$ cat config.mk
export PLATFORM = sky130hd
export DESIGN_NAME = player_step_ctrl
export DESIGN_NICKNAME = d
export VERILOG_FILES = /design/src/rtl/pokemon_pkg.sv /design/src/rtl/keycode_to_dir.sv /design/src/rtl/player_step_ctrl.sv
export SDC_FILE = /design/constraint.sdc
export NUM_CORES = 1
export LEC_CHECK = 0
export CAP_MARGIN = 30
export CORE_ASPECT_RATIO = 0.6
export CORE_MARGIN = 2
export CORE_UTILIZATION = 30
export DETAILED_ROUTE_END_ITERATION = 6
export PLACE_DENSITY = 0.57
export SLEW_MARGIN = 15
export SYNTH_ARGS = -nofsm -noshare
export SYNTH_HDL_FRONTEND = slang
export SYNTH_SLANG_ARGS = --single-unit
export TNS_END_PERCENT = 100
$ cat constraint.sdc
create_clock -name Clk -period 5.15 [get_ports Clk]
set_clock_uncertainty 0.05 [all_clocks]
set_input_delay 1.545 -clock Clk [delete_from_list [all_inputs] [get_ports Clk]]
set_output_delay 1.545 -clock Clk [all_outputs]
set_load 0.02 [all_outputs]
$ cat src/rtl/pokemon_pkg.sv
// Shared types and constants for the overworld player movement logic.
// Directions, keycodes, step FSM states and tile geometry.
package pokemon_pkg;

    typedef enum logic [1:0] {
        UP    = 2'd0,
        RIGHT = 2'd1,
        DOWN  = 2'd2,
        LEFT  = 2'd3
    } dir_t;

    typedef enum logic [1:0] {
        IDLE  = 2'd0,
        TURN  = 2'd1,
        CHECK = 2'd2,
        WALK  = 2'd3
    } step_state_t;

    localparam logic [7:0] KEY_W = 8'h1A;
    localparam logic [7:0] KEY_A = 8'h04;
    localparam logic [7:0] KEY_S = 8'h16;
    localparam logic [7:0] KEY_D = 8'h07;

    localparam int TILE_PX = 16;

    // Bit 6 of the result flags a step off the 0..63 grid (no wrap).
    function automatic logic [6:0] step_axis(
        input logic [5:0] c,
        input logic       inc,
        input logic       dec
    );
        logic [6:0] r;
        r = {1'b0, c};
        if (inc)
            r = r + 7'd1;
        else if (dec)
            r = r - 7'd1;
        return r;
    endfunction

endpackage

$ cat src/rtl/keycode_to_dir.sv
// Maps a USB HID keycode onto a movement direction.
// Keys other than W/A/S/D report valid = 0.
module keycode_to_dir
    import pokemon_pkg::*;
(
    input  logic [7:0] keycode,
    output logic       valid,
    output dir_t       dir
);

    // Pure lookup of the four movement keys
    always_comb begin
        valid = 1'b1;
        dir   = UP;
        case (keycode)
            KEY_W:   dir = UP;
            KEY_D:   dir = RIGHT;
            KEY_S:   dir = DOWN;
            KEY_A:   dir = LEFT;
            default: valid = 1'b0;
        endcase
    end

endmodule

$ cat src/rtl/player_step_ctrl.sv
// Tile-step movement controller for the player sprite.
// Turns keys into turn/check/walk steps paced by frame_tick.
module player_step_ctrl
    import pokemon_pkg::*;
#(
    parameter logic [5:0] START_X      = 6'd10,
    parameter logic [5:0] START_Y      = 6'd10,
    parameter int         PX_PER_FRAME = 1,
    parameter int         TURN_FRAMES  = 4,
    parameter int         ANIM_DIV     = 4
) (
    input  logic       Clk,
    input  logic       Reset,
    input  logic       frame_tick,
    input  logic [7:0] keycode,
    input  logic       blocked,
    output logic [5:0] tgt_x,
    output logic [5:0] tgt_y,
    output logic       Character_Moving,
    output logic [1:0] Direction,
    output logic [1:0] anim_frame,
    output logic [5:0] pos_x,
    output logic [5:0] pos_y,
    output logic [3:0] offset,
    output logic       step_done
);

    localparam logic [7:0] TURN_LAST = 8'(TURN_FRAMES - 1);
    localparam logic [7:0] ANIM_LAST = 8'(ANIM_DIV - 1);

    step_state_t state;
    step_state_t state_next;

    logic       key_valid;
    dir_t       key_dir;
    logic       chk_phase;
    logic       tgt_oob;
    logic [7:0] turn_cnt;
    logic [7:0] anim_cnt;
    logic       load_dir;
    logic       start_check;
    logic       step_end;
    logic [4:0] offset_sum;
    logic [5:0] base_x;
    logic [5:0] base_y;
    logic [6:0] nx;
    logic [6:0] ny;

    keycode_to_dir u_dec (
        .keycode (keycode),
        .valid   (key_valid),
        .dir     (key_dir)
    );

    assign offset_sum = {1'b0, offset} + 5'(PX_PER_FRAME);
    assign step_end   = (state == WALK) && frame_tick &&
                        (offset_sum >= 5'(TILE_PX));

    // A chained step queries from the tile being entered this edge
    assign base_x = step_end ? tgt_x : pos_x;
    assign base_y = step_end ? tgt_y : pos_y;
    assign nx = step_axis(base_x, Direction == RIGHT, Direction == LEFT);
    assign ny = step_axis(base_y, Direction == DOWN, Direction == UP);

    assign Character_Moving = (state == WALK);

    // State register
    always_ff @(posedge Clk) begin
        if (Reset)
            state <= IDLE;
        else
            state <= state_next;
    end

    // Next-state and per-edge control strobes
    always_comb begin
        state_next  = state;
        load_dir    = 1'b0;
        start_check = 1'b0;
        unique case (state)
            IDLE: begin
                if (frame_tick && key_valid) begin
                    if (key_dir != dir_t'(Direction)) begin
                        state_next = TURN;
                        load_dir   = 1'b1;
                    end else begin
                        state_next  = CHECK;
                        start_check = 1'b1;
                    end
                end
            end
            TURN: begin
                if (frame_tick && turn_cnt == TURN_LAST)
                    state_next = IDLE;
            end
            CHECK: begin
                if (chk_phase)
                    state_next = (tgt_oob || blocked) ? IDLE : WALK;
            end
            WALK: begin
                if (step_end) begin
                    if (key_valid && key_dir == dir_t'(Direction)) begin
                        state_next  = CHECK;
                        start_check = 1'b1;
                    end else begin
                        state_next = IDLE;
                    end
                end
            end
        endcase
    end

    // Position, target, counters and animation datapath
    always_ff @(posedge Clk) begin
        if (Reset) begin
            Direction  <= 2'd0;
            pos_x      <= START_X;
            pos_y      <= START_Y;
            tgt_x      <= START_X;
            tgt_y      <= START_Y;
            tgt_oob    <= 1'b0;
            offset     <= 4'd0;
            anim_frame <= 2'd0;
            anim_cnt   <= 8'd0;
            turn_cnt   <= 8'd0;
            chk_phase  <= 1'b0;
            step_done  <= 1'b0;
        end else begin
            step_done <= step_end;
            chk_phase <= (state == CHECK) && !chk_phase;

            if (load_dir)
                Direction <= key_dir;

            if (state != TURN)
                turn_cnt <= 8'd0;
            else if (frame_tick)
                turn_cnt <= (turn_cnt == TURN_LAST) ? 8'd0 : turn_cnt + 8'd1;

            if (state == WALK && frame_tick) begin
                if (step_end) begin
                    offset <= 4'd0;
                    pos_x  <= tgt_x;
                    pos_y  <= tgt_y;
                end else begin
                    offset <= offset_sum[3:0];
                end
            end

            if (state_next == IDLE) begin
                anim_cnt   <= 8'd0;
                anim_frame <= 2'd0;
            end else if (state == WALK && frame_tick) begin
                if (anim_cnt == ANIM_LAST) begin
                    anim_cnt   <= 8'd0;
                    anim_frame <= anim_frame + 2'd1;
                end else begin
                    anim_cnt <= anim_cnt + 8'd1;
                end
            end

            if (start_check) begin
                tgt_oob <= nx[6] | ny[6];
                tgt_x   <= nx[6] ? base_x : nx[5:0];
                tgt_y   <= ny[6] ? base_y : ny[5:0];
            end
        end
    end

endmodule

# [Word level (Yosys, flattened, before mapping)]
# Index checks and enable logic that the tools add are counted.
# Widths: inputs -> output; s select.
[word_totals] reg_bits=53 in_bits=12 out_inout_bits=34
[classes] addsub=8 n_lt_le_gt_ge=1 eq_ne=15 muxes=29 bitwise=1 n_reduce_logical=15
[ops] op="$mux 7" count=4
[ops] op="$mux 6" count=4
[ops] op="$add 8x1->8 const B" count=2
[ops] op="$eq 8x2->1 const B" count=2
[ops] op="$eq 8x3->1 const B" count=2
[ops] op="$eq 8x5->1 const B" count=2
[ops] op="$mux 8" count=2
[ops] op="$add 6x1->7 const B" count=2
[ops] op="$mux 2" count=7
[ops] op="$sub 6x1->7 const B" count=2
[ops] op="$eq 2x2->1 const B" count=4
[ops] op="$mux 1" count=8
[ops] op="$pmux 2 s4" count=1
[ops] op="$logic_and 1x1->1" count=6
[ops] op="$logic_not 2->1" count=3
[ops] op="$pmux 2 s3" count=1
[ops] op="$add 4x1->5 const B" count=1
[ops] op="$ge 5x5->1 const B" count=1
[ops] op="$eq 2x1->1 const B" count=2
[ops] op="$mux 4" count=1
[ops] op="$reduce_or 2->1" count=2
[ops] op="$reduce_or 4->1" count=1
[ops] op="$add 2x1->2 const B" count=1
[ops] op="$eq 2x2->1" count=1
[ops] op="7 further kinds" count=7

# [Longest topological paths before layout]
# Gate-level depths: netlist of the first run.
[logic_depth] depth_word=9 mapped_depth=14 ltp_nobuf=12

# [Cells and area by module]
# From an unflattened synthesis of the first run, not the netlist that was laid out.
[unflattened] hier_cells=396 hier_area_um2=3225.6
[by_module_without_submodules] mod="player_step_ctrl" instances=1 cells_each=386 area_each_um2=3151.8 seq_area_each_um2=1061.0
[by_module_without_submodules] mod="keycode_to_dir" instances=1 cells_each=10 area_each_um2=73.8 seq_area_each_um2=0.0

# [Least setup slack after synthesis of the first run]
# No wires, ideal clock.
[synth_timing] path_type="in2reg" start="input frame_tick" end="register tgt_y[5]" setup_ns=0.101 arrival_ns=4.355 required_ns=4.999 path_slack_ns=0.644 path_stages=12 path_buffers=2 cell_sequence="and4_1 -> clkbuf_2 -> nand2_2 -> clkbuf_1 -> mux2i_1 -> ha_1 -> or3b_2 -> nor4_1 -> a2111oi_2 -> and4bb_1 -> and3b_1 -> o41ai_1"
[synth_between] elab_chain_len=7 word_cells_on_any_way=12 cone_classes="2 x add/sub; 7 x mux; 3 x reduce/logical"
[synth_lines] element="start: declaration" line_no="player_step_ctrl.sv:14" rtl="input logic frame_tick,"
[synth_lines] element="$logic_and 1x1->1 (2 in series)" line_no="player_step_ctrl.sv:56" rtl="assign step_end = (state == WALK) && frame_tick &&"
[synth_lines] element="$mux 6"
[synth_lines] element="$sub 6x1->7" line_no="pokemon_pkg.sv:37" rtl="r = r - 7'd1;"
[synth_lines] element="$mux 7" line_no="pokemon_pkg.sv:36" rtl="else if (dec)"
[synth_lines] element="$mux 7" line_no="pokemon_pkg.sv:34" rtl="if (inc)"
[synth_lines] element="$mux 6" line_no="player_step_ctrl.sv:165" rtl="tgt_y <= ny[6] ? base_y : ny[5:0];"
[synth_lines] element="end signal: assignment" line_no="player_step_ctrl.sv:165"
[synth_lines] element="end: declaration" line_no="player_step_ctrl.sv:18" rtl="output logic [5:0] tgt_y,"
# Parallel ways exist; a longest one is shown, timed or not.
# A chain may end at the register's enable or synchronous reset.

# [Worst setup path after layout of the first run]
[layout_timing] start="input frame_tick" end="register tgt_x[2]"
[layout_between] elab_chain_len=7 word_cells_on_any_way=12 cone_classes="2 x add/sub; 7 x mux; 3 x reduce/logical"
[layout_lines] element="$logic_and 1x1->1 (*) (2 in series)" line_no="player_step_ctrl.sv:56"
[layout_lines] element="$mux 6 (*)"
[layout_lines] element="net base_x[0]" line_no="player_step_ctrl.sv:44" rtl="logic [5:0] base_x;"
[layout_lines] element="$sub 6x1->7" line_no="pokemon_pkg.sv:37"
[layout_lines] element="$mux 7" line_no="pokemon_pkg.sv:36"
[layout_lines] element="$mux 7 (*)" line_no="pokemon_pkg.sv:34"
[layout_lines] element="$mux 6 (*)" line_no="player_step_ctrl.sv:164" rtl="tgt_x <= nx[6] ? base_x : nx[5:0];"
[layout_lines] element="end signal: assignment" line_no="player_step_ctrl.sv:164"
[layout_lines] element="end: declaration" line_no="player_step_ctrl.sv:17" rtl="output logic [5:0] tgt_x,"
# The timed path passes the listed nets; every way through them passes the cells marked *.

==> results of run 1 <==
-- path summary, 6_finish.rpt --
check | startpoint | to | slack, ns | cells after the start
worst max-delay path | frame_tick | tgt_x[2]$_SDFFE_PP0P_ | 0.54 | 13
worst min-delay path | chk_phase$_SDFF_PP0_ | chk_phase$_SDFF_PP0_ | 0.41 | 1
worst max register to register | state[1]$_SDFF_PP0_ | tgt_x[2]$_SDFFE_PP0P_ | 1.41 | 12
worst min register to register | chk_phase$_SDFF_PP0_ | chk_phase$_SDFF_PP0_ | 0.41 | 1
-- logic make-up after synthesis --
kind of cell / after synthesis
buffers and inverters: 36
flip-flops: 53
AO/OA/AOI/OAI: 92
XOR/XNOR: 23
multiplexers: 11
AND/OR/NAND/NOR: 171
adder cells (fa/ha/maj): 11
-- cells in the final DEF (no fill, tap or decap), drive strengths merged, types with 9 or more instances in the layout --
cell            n
buf            15
nand3          21
dfxtp          53
nor3           12
a311oi         11
nand2          40
nor2           27
xor2           16
nand4          12
a21oi          20
clkdlybuf4s50  45
ha             11
inv             9
o21ai          17
mux2i          10
-- report_power, final --
group / leakage, nW / switching (mW) / internal [mW] / total [mW]
clock: 0.0641 / 0.145 / 0.181 / 0.326
combinational: 0.909 / 0.0196 / 0.0153 / 0.0349
sequential: 0.427 / 0.000795 / 0.410 / 0.411
total: 1.40 / 0.166 / 0.606 / 0.772
-- stage by stage --
stage	hold WS [ns]	cell area [um2]	cells
after floorplan	0.362	3330	397
after global placement	0.374	3880	568
after detailed placement	0.399	3880	569
after CTS	0.409	4020	577
after global routing	0.439	4020	577
final	0.405	4020	577
-- final cells by class --
class	count	share of cell area [%]
inverter	9	0.840
clock buffer	7	3.30
clock inverter	1	0.187
timing repair buffer	60	13.9
multi-input combinational	308	51.1
sequential	53	26.4
tap	139	4.32
-- state kept, by name (all words and copies together), names as in the netlist, 2 cells and up --
register	flops
pos_y	6
pos_x	6
turn_cnt	8
anim_cnt	8
Direction	2
state	2
offset	4
tgt_y	6
tgt_x	6
anim_frame	2
-- routing by layer --
metal	wire length, um	share of wire [%]
met1	5000	52
met2	3700	38
met3	916	9.5
met4	27	0.28
met5	0	0
-- critical path, stage by stage --
cell	delay [ns]
clkdlybuf4s50_1	0.49
and4_1	0.21
nand2_2	0.17
buf_4	0.24
mux2i_1	0.28
inv_1	0.12
ha_1	0.25
and4b_1	0.21
nand3_1	0.09
mux2_2	0.22
nand3_1	0.18
or4_1	0.59
a31oi_1	0.17
==> metrics, run 1 <==
Final Worst Setup Slack=0.541 ns; Final min period=4.61 ns; vias post-DR=3212; max-cap violations=0; Place WS=0.301 ns; most common cell in the synthesized netlist=dfxtp_1; WL/cell=16.7 um; CTS tree=yes; worst-path fanout max=7; port bufs=45; Synth Area in Compound Gates=19.3%; adder-cell area share of the yosys netlist=4.14%; fill cell count=1090; final worst-path cycle share=89.5%; simple-gate area share of the yosys netlist=28.9%; Final Max Slew Viols=0; Setup crit start kind=primary input; # diodes=0; vias in the first global route=2910; vias per cell=5.57; Hold Fails Final Rpt=0; Synth top area share=31.9%; Critical Path RT=5.32 ns; xor/xnor share of the synthesized area=6.05%; syn nets=420; FP Rows=29; dominant cells by area after synthesis=dfxtp_1 (32%), nand2_1 (4.4%), xor2_1 (4.2%); area of the multi-input gates=0.00205 mm2; min-delay worst type=flop to flop; H-tree lvl count=2; initial antenna violation count=0; dpl hpwl=6980 um; setup TNS=0 ns; post-synthesis mux area share=3.35%; Chip Height=85.6 um; CORE AREA=0.0107 mm2; Die Width=140 um; total grt overflow=0; overall power=0.772 mW; maximum operating frequency=217 MHz; Clk pin slew, worst setup/hold paths=0.07 ns; Setup crit end kind=flop; hold_buf cts=0; largest area contributor in the netlist=dfxtp_1; Routed WL=9640 um; Slew headroom=48.7%; met1 GRT Util=25.7%; CTS max path bufs=2; Post-synth ARST share=0%; Seq/Total Area, Yosys=31.9%; setup bufs post-CTS=0; total track usage=15.9%; # resized after CTS=0; clock sinks=53; Global Route met2 Usage=21.6%; Mean Syn Cell Area=8.38 um2; GR peak layer=met1; Initial DRC Count=305; Post-Syn Instances=397; layout cells sized above 1=9.13%; NumNets Final=460; main combinational cell family by area after synthesis=simple AND/OR/NAND/NOR gates; root buffer cell=clkbuf_16; largest net degree at the start of global routing=37; Seq cells post-synth=53; RSZ-0062 raised after global routing=no; sequential cell area=0.00106 mm2; Num CTS Buffers=5; # IOs=46; Worst Tran Pin Value=0.763 ns; Antenna Nets Post-Route=0; Max IR drop VDD=199 uV; PwrDens=192 mW/mm2; first-pass GRT wire length=15600 um; synth unique cells=73; Data arrival, critical path=4.78 ns; GR Util met3=3.35%; crit path kind=primary input to flop; Pleak=1.40 nW; DRC=0; final estimated routing congestion in global placement=0.883; status=finished clean; starting density of the core=31.2%; clk_lat worst skew=0.29 ns; Post-synth EDFFs=0; die area=0.0120 mm2; Setup-failing EPs final=0; first-pass iteration count of the detailed router=4; ys flop type=dfxtp_1; P&R area growth vs syn=20.9%; Post-synth top cells=dfxtp_1 (53), nand2_1 (39), nor2_1 (27); area of the mapped netlist=0.00333 mm2; YS warnings=0; Final Util=37.7%
Power figures use the tool's default switching activity.
==> run 2: changes to the inputs <==
- CORE_MARGIN: 2 -> not set
- RECOVER_POWER: not set -> 100
==> metrics, run 2 (synthesis gave the netlist of run 1 again) <==
violated checks=max-capacitance violations, max-slew violations; Largest regs=anim_cnt x8, turn_cnt x8; initial antenna violation count=0 (unchanged); Placed Area=0.00388 mm2 (-0.19%); Setup crit end kind=flop; Setup crit start kind=primary input; vias per cell=5.47 (-1.8%); status=complete, but fails checks; die area=0.0115 mm2 (-3.7%); port bufs=45 (unchanged); clk_lat worst skew=0.30 ns (about the same); Crit path top cell by count=nand3_1; # IOs=46 (unchanged); CTS max path bufs=2 (unchanged); dpl hpwl=6910 um (-0.98%); area of the multi-input gates=0.00205 mm2 (-0.12%); CORE AREA=0.0107 mm2 (unchanged); Initial DRC Count=213 (-30%); Pleak=1.46 nW (+4.6%); max-cap violations=1 (+1); Routed WL=9520 um (-1.2%); WHS Path Cells=1 (unchanged); Antenna Nets Post-Route=0 (unchanged); first-pass GRT wire length=15400 um (-1.3%); total grt overflow=0 (unchanged); Chip Height=83.6 um (-2.3%); sequential cell area=0.00106 mm2 (unchanged); FP Rows=29 (unchanged); final worst-path cycle share=92.2% (+2.7 points); CTS tree=yes; total track usage=17.2% (+1.3 points); clock sinks=53 (unchanged); PwrDens=209 mW/mm2 (+8.9%); placed insts=568 (-0.18%); min-delay worst type=flop to flop; Hold Fails Final Rpt=0 (unchanged); Slew headroom=-20.5% (-69 points); Max IR drop VDD=167 uV (-16%); Critical-path top delay cell=or4_1; first-pass iteration count of the detailed router=4 (unchanged); most frequent cells in the layout=dfxtp_1 (53), nand2_1 (40), dlygate4sd3_1 (37); final estimated routing congestion in global placement=0.910 (+3.1%); vias in the first global route=2884 (-0.89%); worst-path fanout max=11 (+4); Critical Path RT=5.30 ns (-0.02 ns); P&R area growth vs syn=20.9% (about the same); Data arrival, critical path=4.90 ns (+0.12 ns); setup bufs post-CTS=0 (unchanged); root buffer cell=clkbuf_16; Finished Cell Area=0.00402 mm2 (about the same); H-tree lvl count=2 (unchanged); DRC=0 (unchanged); RSZ-0062 raised after global routing=no; largest net degree at the start of global routing=37 (unchanged); Final Util=37.7% (about the same); Num CTS Buffers=5 (unchanged); hold_buf cts=0 (unchanged); Setup-failing EPs final=0 (unchanged); starting density of the core=31.2% (unchanged); WL/cell=16.5 um (-1.0%); Finished Layout Cells=576 (-0.17%); Die Width=138 um (-1.4%); Final Max Slew Viols=37 (+37); vias post-DR=3150 (-1.9%); maximum operating frequency=211 MHz (-2.9%); fill cell count=1118 (+2.6%); layout cells sized above 1=7.09% (-2.0 points); crit path kind=primary input to flop; # resized after CTS=0 (unchanged); setup TNS=0 ns (unchanged); NumNets Final=459 (-0.22%); Clk pin slew, worst setup/hold paths=0.07 ns (about the same); Max stage delay on crit path=0.60 ns (about the same); Critical Path, Cell by Cell=dlygate4sd3_1 -> and4_1 -> nand2_1 -> buf_4 -> mux2i_1 -> inv_1 -> ha_1 -> and4b_1 -> nand3_1 -> mux2_1 -> nand3_1 -> or4_1 -> a31oi_1; # diodes=0 (unchanged); Final min period=4.75 ns (+0.138 ns); Worst Reg2Reg Path Length in Cells=11 (-1); Worst Tran Pin Value=1.81 ns (+1.04 ns); most common cell after layout, fill and taps aside=dfxtp_1
run 2: worst paths after layout:
path	start	to	slack, ns
worst min register to register	chk_phase$_SDFF_PP0_	chk_phase$_SDFF_PP0_	0.40
worst min-delay path	chk_phase$_SDFF_PP0_	chk_phase$_SDFF_PP0_	0.40
worst max register to register	state[1]$_SDFF_PP0_	tgt_y[5]$_SDFFE_PP0P_	1.43
worst max-delay path	frame_tick	tgt_x[2]$_SDFFE_PP0P_	0.40
run 2: through the flow:
| step | hold slack, ns | worst slack [ns] | power [mW] |
|---|---|---|---|
| finish | 0.398 | 0.402 | 0.841 |
| global route | 0.407 | 0.152 | 0.871 |
| CTS | 0.397 | 0.564 | 0.856 |
| detailed placement | 0.387 | 0.233 | 0.455 |
| global placement | 0.375 | 0.393 | 0.455 |
| floorplan | 0.362 | 0.644 | 0.439 |
run 2: where the power goes:
| group | total, mW | internal (mW) | switching [mW] |
|---|---|---|---|
| Combinational | 0.0332 | 0.0139 | 0.0193 |
| Sequential | 0.411 | 0.410 | 0.000758 |
| Clock | 0.397 | 0.243 | 0.153 |
run 2: worst max-delay path: cells and delay by family:
| kind | cells | cell delay (ns) |
|---|---|---|
| AOI/OAI and AO/OA | 1 | 0.16 |
| adders and majority gates | 1 | 0.24 |
| buffers and inverters | 3 | 0.92 |
| muxes | 2 | 0.53 |
| and+or+nand+nor | 6 | 1.47 |
run 2: routing by layer:
| metal | share of wire (%) | track usage, % |
|---|---|---|
| met5 | 0 | 0 |
| met2 | 39 | 22.7 |
| met4 | 0.93 | 4.35 |
| met3 | 6.5 | 4.37 |
| met1 | 54 | 26.9 |
run 2: layout make-up:
cell class	count	area share [%]
Tap cell	139	4.32
Multi-Input combinational cell	308	51.0
Sequential cell	53	26.4
Inverter	9	0.840
Clock inverter	1	0.747
Clock buffer	7	3.55
Timing Repair Buffer	59	13.2
==> run 3: changes to the inputs <==
- PLACE_DENSITY: 0.57 -> not set
==> metrics, run 3 (synthesis gave the netlist of run 1 again) <==
total track usage=16.9% (-0.33 points); die area=0.0115 mm2 (unchanged); maximum operating frequency=206 MHz (-2.0%); Max IR drop VDD=126 uV (-25%); FP Rows=29 (unchanged); reg2reg end=tgt_y[5]$_SDFFE_PP0P_; worst-path fanout max=9 (-2); Place WS=0.141 ns (-0.0927 ns); H-tree lvl count=2 (unchanged); # diodes=0 (unchanged); CORE AREA=0.0107 mm2 (unchanged); Critical Path, Cell by Cell=clkdlybuf4s50_1 -> and4_1 -> nand2_2 -> mux2i_1 -> inv_1 -> ha_1 -> nand3b_1 -> nor2_1 -> a2111oi_2 -> and4bb_1 -> a21boi_0 -> o41ai_1; starting density of the core=31.2% (unchanged); Setup crit start kind=primary input; DRC=0 (unchanged); layout cells sized above 1=6.67% (-0.43 points); port bufs=45 (unchanged); Largest regs=anim_cnt x8, turn_cnt x8; Worst Tran Pin Value=1.75 ns (-0.0567 ns); P&R area growth vs syn=20.1%; CTS tree=yes; vias in the first global route=2998 (+4.0%); violated checks=max-capacitance violations, max-slew violations; min-delay worst type=flop to flop; initial antenna violation count=0 (unchanged); vias post-DR=3246 (+3.0%); Pleak=1.45 nW (-1.1%); Hold Path End=chk_phase$_SDFF_PP0_; PwrDens=206 mW/mm2 (-1.4%); Max stage delay on crit path=0.76 ns (+0.16 ns); Data arrival, critical path=4.97 ns (+0.07 ns); Die Width=138 um (unchanged); clock sinks=53 (unchanged); dpl hpwl=6840 um (-0.95%); most common cell after layout, fill and taps aside=dfxtp_1; total grt overflow=0 (unchanged); Slew headroom=-16.7% (+3.8 points); reg2reg start=state[1]$_SDFF_PP0_; placed insts=567 (-0.18%); Worst Reg2Reg Path Length in Cells=11 (unchanged); Setup crit end kind=flop; setup TNS=0 ns (unchanged); crit path launch=frame_tick; Final Max Slew Viols=37 (unchanged); vias per cell=5.66 (+3.4%); root buffer cell=clkbuf_16; hold_buf cts=0 (unchanged); Hold Fails Final Rpt=0 (unchanged); final estimated routing congestion in global placement=0.895 (-1.7%); most frequent cells in the layout=dfxtp_1 (53), nand2_1 (39), dlygate4sd3_1 (36); status=complete, but fails checks; Critical-path top delay cell=a2111oi_2; RSZ-0062 raised after global routing=no; CTS max path bufs=2 (unchanged); register-to-register setup slack=1.29 ns (-0.14 ns); NumNets Final=458 (-0.22%); first-pass GRT wire length=15300 um (-0.58%); first-pass iteration count of the detailed router=5 (+1); # resized after CTS=0 (unchanged); max-cap violations=1 (unchanged); Final Worst Setup Slack=0.306 ns (-0.0962 ns); Clk pin slew, worst setup/hold paths=0.07 ns (about the same); fill cell count=1129 (+0.98%); Antenna Nets Post-Route=0 (unchanged); clk_lat worst skew=0.29 ns (about the same); Final min period=4.84 ns (+0.0962 ns); WHS Path Cells=1 (unchanged); Setup-failing EPs final=0 (unchanged); setup bufs post-CTS=0 (unchanged); min-delay src=chk_phase$_SDFF_PP0_; Chip Height=83.6 um (unchanged); WL/cell=16.6 um (+0.61%); Finished Layout Cells=574 (-0.35%); # IOs=46 (unchanged); largest net degree at the start of global routing=37 (unchanged); final worst-path cycle share=94.1% (+1.9 points); Critical Path RT=5.28 ns (-0.02 ns); Routed WL=9550 um (+0.26%); Final Util=37.5% (-0.23 points); Initial DRC Count=244 (+15%); crit path kind=primary input to flop; Num CTS Buffers=5 (unchanged)
==> run 3: cell types whose count changed in the layout (fill, tap and decap cells not counted) <==
cell / change
nand2_2: +1
clkbuf_1: +1
nand2_1: -1
clkbuf_8: -1
buf_4: -3
clkinv_2: +1
dlygate4sd3_1: -1
clkdlybuf4s50_1: +1
==> run 3: stage by stage <==
step                area [um2]  hold slack, ns  total power, mW
floorplan                 3330           0.362            0.439
detailed placement        3870           0.379            0.455
global placement          3860           0.374            0.455
CTS                       4030           0.389            0.834
finish                    4000           0.387            0.823
global route              4000           0.414            0.855
==> run 3: cell type report <==
class                      count  area (um2)  area share (%)
multi-input combinational    308        2050            51.4
timing repair buffer          58         514            12.9
sequential                    53        1060            26.5
clock buffer                   5         125            3.13
tap                          139         174            4.35
clock inverter                 2        35.0           0.876
inverter                       9        33.8           0.845
==> run 3: power by group <==
group          internal (mW)  switching, mW  total (mW)
clock network          0.226          0.153       0.379
registers              0.410       0.000769       0.411
logic                 0.0140         0.0198      0.0338
==> run 3: how the worst max path moves through the flow <==
stage                                 end  cells after the start
finish              tgt_y[5]$_SDFFE_PP0P_                     12
global route        tgt_y[5]$_SDFFE_PP0P_                     12
CTS                 tgt_y[5]$_SDFFE_PP0P_                     12
detailed placement  tgt_y[5]$_SDFFE_PP0P_                     12
global placement    tgt_x[2]$_SDFFE_PP0P_                     13
floorplan           tgt_y[5]$_SDFFE_PP0P_                     12
==> run 3: per-layer routing <==
layer / track usage [%] / vias up / routed length (um)
met4: 4.15 / 0 / 82
met1: 25.9 / 1537 / 4950
met2: 22.6 / 132 / 3720
li1: - / 1565 / -
met5: 0 / - / 0
met3: 4.61 / 12 / 800
==> run 3: critical path: cells and delay by family <==
kind                     cells  cell delay [ns]
AO/OA/AOI/OAI                3             1.13
AND/OR/NAND/NOR              5             1.13
adder cells (fa/ha/maj)      1             0.20
buffers and inverters        2             0.60
multiplexers                 1             0.37
